File: src/rtl/motor_ramp_ctrl.sv
// Motor duty/direction ramp controller: debounced switch targets, single-LSB
// soft start/stop slewing, and a stop/dead-time/flip sequence for reversals.
module motor_ramp_ctrl #(
    parameter int DEBOUNCE_CYC  = 500_000,
    parameter int RAMP_STEP_CYC = 195_312,
    parameter int DEAD_CYC      = 5_000_000
) (
    input  logic       clk,
    input  logic       rst,
    input  logic       sw_dir,
    input  logic [7:0] sw_duty,
    output logic [7:0] duty_out,
    output logic       dir_out,
    output logic       busy,
    output logic [1:0] state_out
);

    typedef enum logic [1:0] {
        TRACK = 2'd0,
        STOP  = 2'd1,
        DEAD  = 2'd2
    } state_t;

    localparam int DB_W   = (DEBOUNCE_CYC  > 1) ? $clog2(DEBOUNCE_CYC)  : 1;
    localparam int PRE_W  = (RAMP_STEP_CYC > 1) ? $clog2(RAMP_STEP_CYC) : 1;
    localparam int DEAD_W = (DEAD_CYC      > 1) ? $clog2(DEAD_CYC)      : 1;

    localparam logic [DB_W-1:0]   DB_LAST   = DB_W'(DEBOUNCE_CYC - 1);
    localparam logic [PRE_W-1:0]  PRE_LAST  = PRE_W'(RAMP_STEP_CYC - 1);
    localparam logic [DEAD_W-1:0] DEAD_LAST = DEAD_W'(DEAD_CYC - 1);

    logic [8:0]        sync_q1;
    logic [8:0]        sync_q2;
    logic [DB_W-1:0]   db_cnt;
    logic              tgt_dir;
    logic [7:0]        tgt_duty;
    logic [PRE_W-1:0]  pre_cnt;
    logic              tick;

    state_t            state;
    state_t            state_nxt;
    logic [7:0]        duty_nxt;
    logic              dir_nxt;
    logic [DEAD_W-1:0] dead_cnt;
    logic [DEAD_W-1:0] dead_nxt;

    // sync_q1 is the value sync_q2 takes next, so a mismatch between them restarts the count.
    // The count parks at its last value so a long-stable input never rolls over.
    always_ff @(posedge clk or negedge rst) begin
        if (!rst) begin
            sync_q1  <= '0;
            sync_q2  <= '0;
            db_cnt   <= '0;
            tgt_dir  <= 1'b0;
            tgt_duty <= 8'd0;
        end else begin
            sync_q1 <= {sw_dir, sw_duty};
            sync_q2 <= sync_q1;
            if (sync_q1 != sync_q2)
                db_cnt <= '0;
            else if (db_cnt != DB_LAST)
                db_cnt <= db_cnt + 1'b1;
            if (db_cnt == DB_LAST)
                {tgt_dir, tgt_duty} <= sync_q2;
        end
    end

    always_ff @(posedge clk or negedge rst) begin
        if (!rst)
            pre_cnt <= '0;
        else if (pre_cnt == PRE_LAST)
            pre_cnt <= '0;
        else
            pre_cnt <= pre_cnt + 1'b1;
    end

    assign tick = (pre_cnt == PRE_LAST);

    always_ff @(posedge clk or negedge rst) begin
        if (!rst) begin
            state    <= TRACK;
            duty_out <= 8'd0;
            dir_out  <= 1'b0;
            dead_cnt <= '0;
        end else begin
            state    <= state_nxt;
            duty_out <= duty_nxt;
            dir_out  <= dir_nxt;
            dead_cnt <= dead_nxt;
        end
    end

    // Direction only changes on the DEAD exit, where duty is already pinned at zero.
    always_comb begin
        state_nxt = state;
        duty_nxt  = duty_out;
        dir_nxt   = dir_out;
        dead_nxt  = dead_cnt;
        case (state)
            TRACK: begin
                if (tgt_dir != dir_out)
                    state_nxt = STOP;
                else if (tick) begin
                    if (duty_out < tgt_duty)
                        duty_nxt = duty_out + 8'd1;
                    else if (duty_out > tgt_duty)
                        duty_nxt = duty_out - 8'd1;
                end
            end
            STOP: begin
                if (tgt_dir == dir_out)
                    state_nxt = TRACK;
                else if (duty_out == 8'd0) begin
                    state_nxt = DEAD;
                    dead_nxt  = '0;
                end else if (tick)
                    duty_nxt = duty_out - 8'd1;
            end
            DEAD: begin
                duty_nxt = 8'd0;
                if (tgt_dir == dir_out)
                    state_nxt = TRACK;
                else if (dead_cnt == DEAD_LAST) begin
                    dir_nxt   = tgt_dir;
                    state_nxt = TRACK;
                end else
                    dead_nxt = dead_cnt + 1'b1;
            end
            default: state_nxt = TRACK;
        endcase
    end

    always_comb begin
        busy      = (state != TRACK) || (duty_out != tgt_duty);
        state_out = state;
    end

endmodule

File: config.mk
export PLATFORM = sky130hd
export DESIGN_NAME = motor_ramp_ctrl
export DESIGN_NICKNAME = d
export VERILOG_FILES = /design/src/rtl/motor_ramp_ctrl.sv
export SDC_FILE = /design/constraint.sdc
export NUM_CORES = 1
export LEC_CHECK = 0
export BUFFER_PORTS_ARGS = -buffer_cell sky130_fd_sc_hd__buf_4
export CAP_MARGIN = 20
export CORE_MARGIN = 2
export CORE_UTILIZATION = 45
export CTS_CLUSTER_DIAMETER = 80
export CTS_CLUSTER_SIZE = 16
export DETAILED_ROUTE_END_ITERATION = 7
export PLACE_DENSITY_LB_ADDON = 0.2
export SYNTH_ARGS = -nofsm -noshare
export SYNTH_HDL_FRONTEND = slang
export SYNTH_SLANG_ARGS = --single-unit
File: constraint.sdc
create_clock -name clk -period 7 [get_ports clk]
set_input_delay 0.35 -clock clk [delete_from_list [all_inputs] [get_ports clk]]
set_output_delay 0.35 -clock clk [all_outputs]
set_load 0.05 [all_outputs]
==> results.sh <==
export IMPL_post_route_period_util_pct=40.31
export IMPL_yosysWarnings=0
export IMPL_grt_pass1_vias=3817
export IMPL_setup_ws_ns=4.178
export IMPL_finalWirelength_mm=10.78
export IMPL_grt_max_degree=62
export IMPL_post_cts_buffers=0
export IMPL_core_area_mm2=0.01098
export IMPL_antenna_found_initial=0
export IMPL_layout_commonest_cell="dfrtp_1"
export IMPL_end_kind="flop"
export IMPL_tns_ns=0
export IMPL_syn_inst=524
export IMPL_cts_clk_slew_worst_paths_ns=0.07
export IMPL_synthToLayoutAreaGrowth_pct=12.05
export IMPL_drt_iter0_drc=277
export IMPL_hold_path_class="input pin to flop"
export IMPL_die_y_um=110.7
export IMPL_viasPerCell=5.660
export IMPL_syn_area_per_cell_um2=9.768
export IMPL_place_ws_ns=4.191
export IMPL_clk_latency_ns=0.34
export IMPL_final_layout_size_suffix_gt1_share_pct=12.16
export IMPL_skew_ns=0.006132
export IMPL_arrival_ns=3.09
export IMPL_drc=0
export IMPL_ir_drop_mv=0.1693
export IMPL_leakage_nw=2.498
export IMPL_rsz0062_at_grt="false"
export IMPL_p_per_area_mw_per_mm2=191.8
export IMPL_diodes=0
export IMPL_cap_violations=0
export IMPL_io_buffers=22
export IMPL_start_util_pct=46.61
export IMPL_grt_pass1_wl_mm=18.73
export IMPL_place_gp_congestion=0.8797
export IMPL_htreeDepth=3
export IMPL_first_pass_iters=4
export IMPL_gr_usage_all_layers_pct=18.43
export IMPL_cts_root_buf="clkbuf_16"
export IMPL_synth_seq_cells=98
export IMPL_relSlewSlack_pct=44.76
export IMPL_pin_count=23
export IMPL_dr_total_vias=3911
export IMPL_fmax_ghz=0.3544
export IMPL_clkSinkCount=98
export IMPL_regArea_mm2=0.002452
export IMPL_cts_tree="built"
export IMPL_ys_async_sr_fraction_pct=100.0
export IMPL_synth_edff_count=0
export IMPL_finalMaxSlewViolations=0
export IMPL_numCtsBuffers=9
export IMPL_dieArea_mm2=0.01224
export IMPL_period_minus_slack_ns=2.822
export IMPL_ant_nets=0
export IMPL_multiInputGateArea_mm2=0.002516
export IMPL_grt_overflow=0
export IMPL_cp_max_fo=17
export IMPL_status="completed"
export IMPL_hold_violations=0
export IMPL_cts_hold_fix_buffers=1
export IMPL_synth_distinct_cells=63
export IMPL_worstPathRequired_ns=7.27
export IMPL_cts_buffer_depth=2
export IMPL_syn_nets=552
export IMPL_fillers=990
export IMPL_nets=574
export IMPL_worst_pin_slew_ns=0.8261
export IMPL_routedWlPerCell_um=15.60
export IMPL_synthesis_area_mm2=0.005119
export IMPL_rows=38
export IMPL_dpl_hpwl_mm=7.523
export IMPL_ys_seq_area_share_pct=47.91
export IMPL_setup_viol_count_final=0
export IMPL_cts_resized=0
export IMPL_worstSetupPathType="flop to flop"
export IMPL_startpoint_type="flop"
export IMPL_most_common_layout_cells="dfrtp_1, nor2_1, nand2_1"
export IMPL_dominantRegCellSynth="dfrtp_1"
export IMPL_die_w_um=110.7
-- report_power, final --
group	switching, mW	internal [mW]
clock network	0.217	0.287
logic	0.0134	0.00688
registers	0.00418	0.571
-- cell usage after synthesis, types with 5 or more instances --
cell type | count | area [um^2]
a21o_1 | 9 | 67.56
a21oi_1 | 20 | 100.1
a31oi_1 | 11 | 68.82
and3_1 | 7 | 43.79
and4_1 | 5 | 43.79
clkbuf_1 | 10 | 37.54
dfrtp_1 | 98 | 2452
ha_1 | 17 | 212.7
inv_1 | 22 | 82.58
nand2_1 | 44 | 165.2
nand3_1 | 29 | 145.1
nand4_1 | 18 | 112.6
nor2_1 | 54 | 202.7
nor2b_1 | 5 | 31.28
nor3_1 | 10 | 50.05
o21ai_0 | 37 | 185.2
o31ai_1 | 7 | 52.55
or3_1 | 7 | 43.79
xnor2_1 | 16 | 140.1
xor2_1 | 25 | 219.0
-- sequential cells by signal, indices dropped and copies added, names as in the netlist --
register and cells:
db_cnt 19, dead_cnt 23, dir_out 1, duty_out 8, pre_cnt 18, state_out 2
sync_q1 9, sync_q2 9, tgt_dir 1, tgt_duty 8
-- cells by family (layout without fill, tap and decap cells) --
family          after synthesis  after routing  synth area share (%)
flops                        98             98                 47.91
xor+xnor                     41             41                 7.015
buf+inv                      38             65                 3.105
mux                           7              7                 1.442
simple gates                211            211                 22.10
compound gates              112            112                 14.28
fa+ha+maj                    17             17                 4.155
-- layout make-up --
cell class	instances	area share (%)
repair buffers	27	3.578
clock buffers	10	4.167
inverters	22	1.440
multi-input cells	388	43.87
clock inverters	6	1.134
well taps	140	3.054
flip-flops and latches	98	42.76
-- through the flow --
stage / utilization, % / std cells / total power [mW] / instance area (um^2) / hold slack (ns)
2_1_floorplan: - / 524 / 0.5892 / 5119 / 0.05441
3_3_place_gp: 49.36 / 674 / 0.6072 / 5421 / 0.3444
3_5_place_dp: 49.36 / 674 / 0.6075 / 5421 / 0.3484
4_1_cts: 52.22 / 691 / 1.119 / 5736 / 0.09558
5_1_grt: 52.22 / 691 / 1.144 / 5736 / 0.09105
6_report: 52.22 / 691 / 1.100 / 5736 / 0.1097
-- path summary, 6_finish.rpt --
| kind | startpoint | to | slack [ns] | cells after the start |
|---|---|---|---|---|
| max | state_out[0]$_DFFE_PN0P_ | dead_cnt[22]$_DFFE_PN0P_ | 4.18 | 8 |
| min | sw_duty[6] | sync_q1[6]$_DFF_PN0_ | 0.11 | 1 |
| max reg2reg | state_out[0]$_DFFE_PN0P_ | dead_cnt[22]$_DFFE_PN0P_ | 4.18 | 8 |
| min reg2reg | sync_q1[7]$_DFF_PN0_ | sync_q2[7]$_DFF_PN0_ | 0.40 | 0 |
| max in group asynchronous | rst | duty_out[6]$_DFFE_PN0P_ | 5.35 | 3 |
| min in group asynchronous | rst | pre_cnt[9]$_DFF_PN0_ | 0.51 | 2 |
-- critical path, cell delays in order (launching register included) --
cell and delay [ns]:
dfrtp_1 0.40, inv_1 0.10, ha_1 0.52, inv_1 0.24, nor2_1 0.32, nand2_1 0.37, or2_2 0.44, or2_0 0.22
mux2i_1 0.12
-- routing by layer --
metal / GRT usage, % / part of all wire [%] / wire, um / vias to the layer above
li1: - / - / - / 1912
met1: 25.51 / 49 / 5240 / 1912
met2: 29.16 / 47 / 5066 / 77
met3: 4.757 / 3.5 / 380 / 10
met4: 4.500 / 0.84 / 91 / 0
met5: 0 / 0 / 0 / -
(Power assumes the default switching activity.)
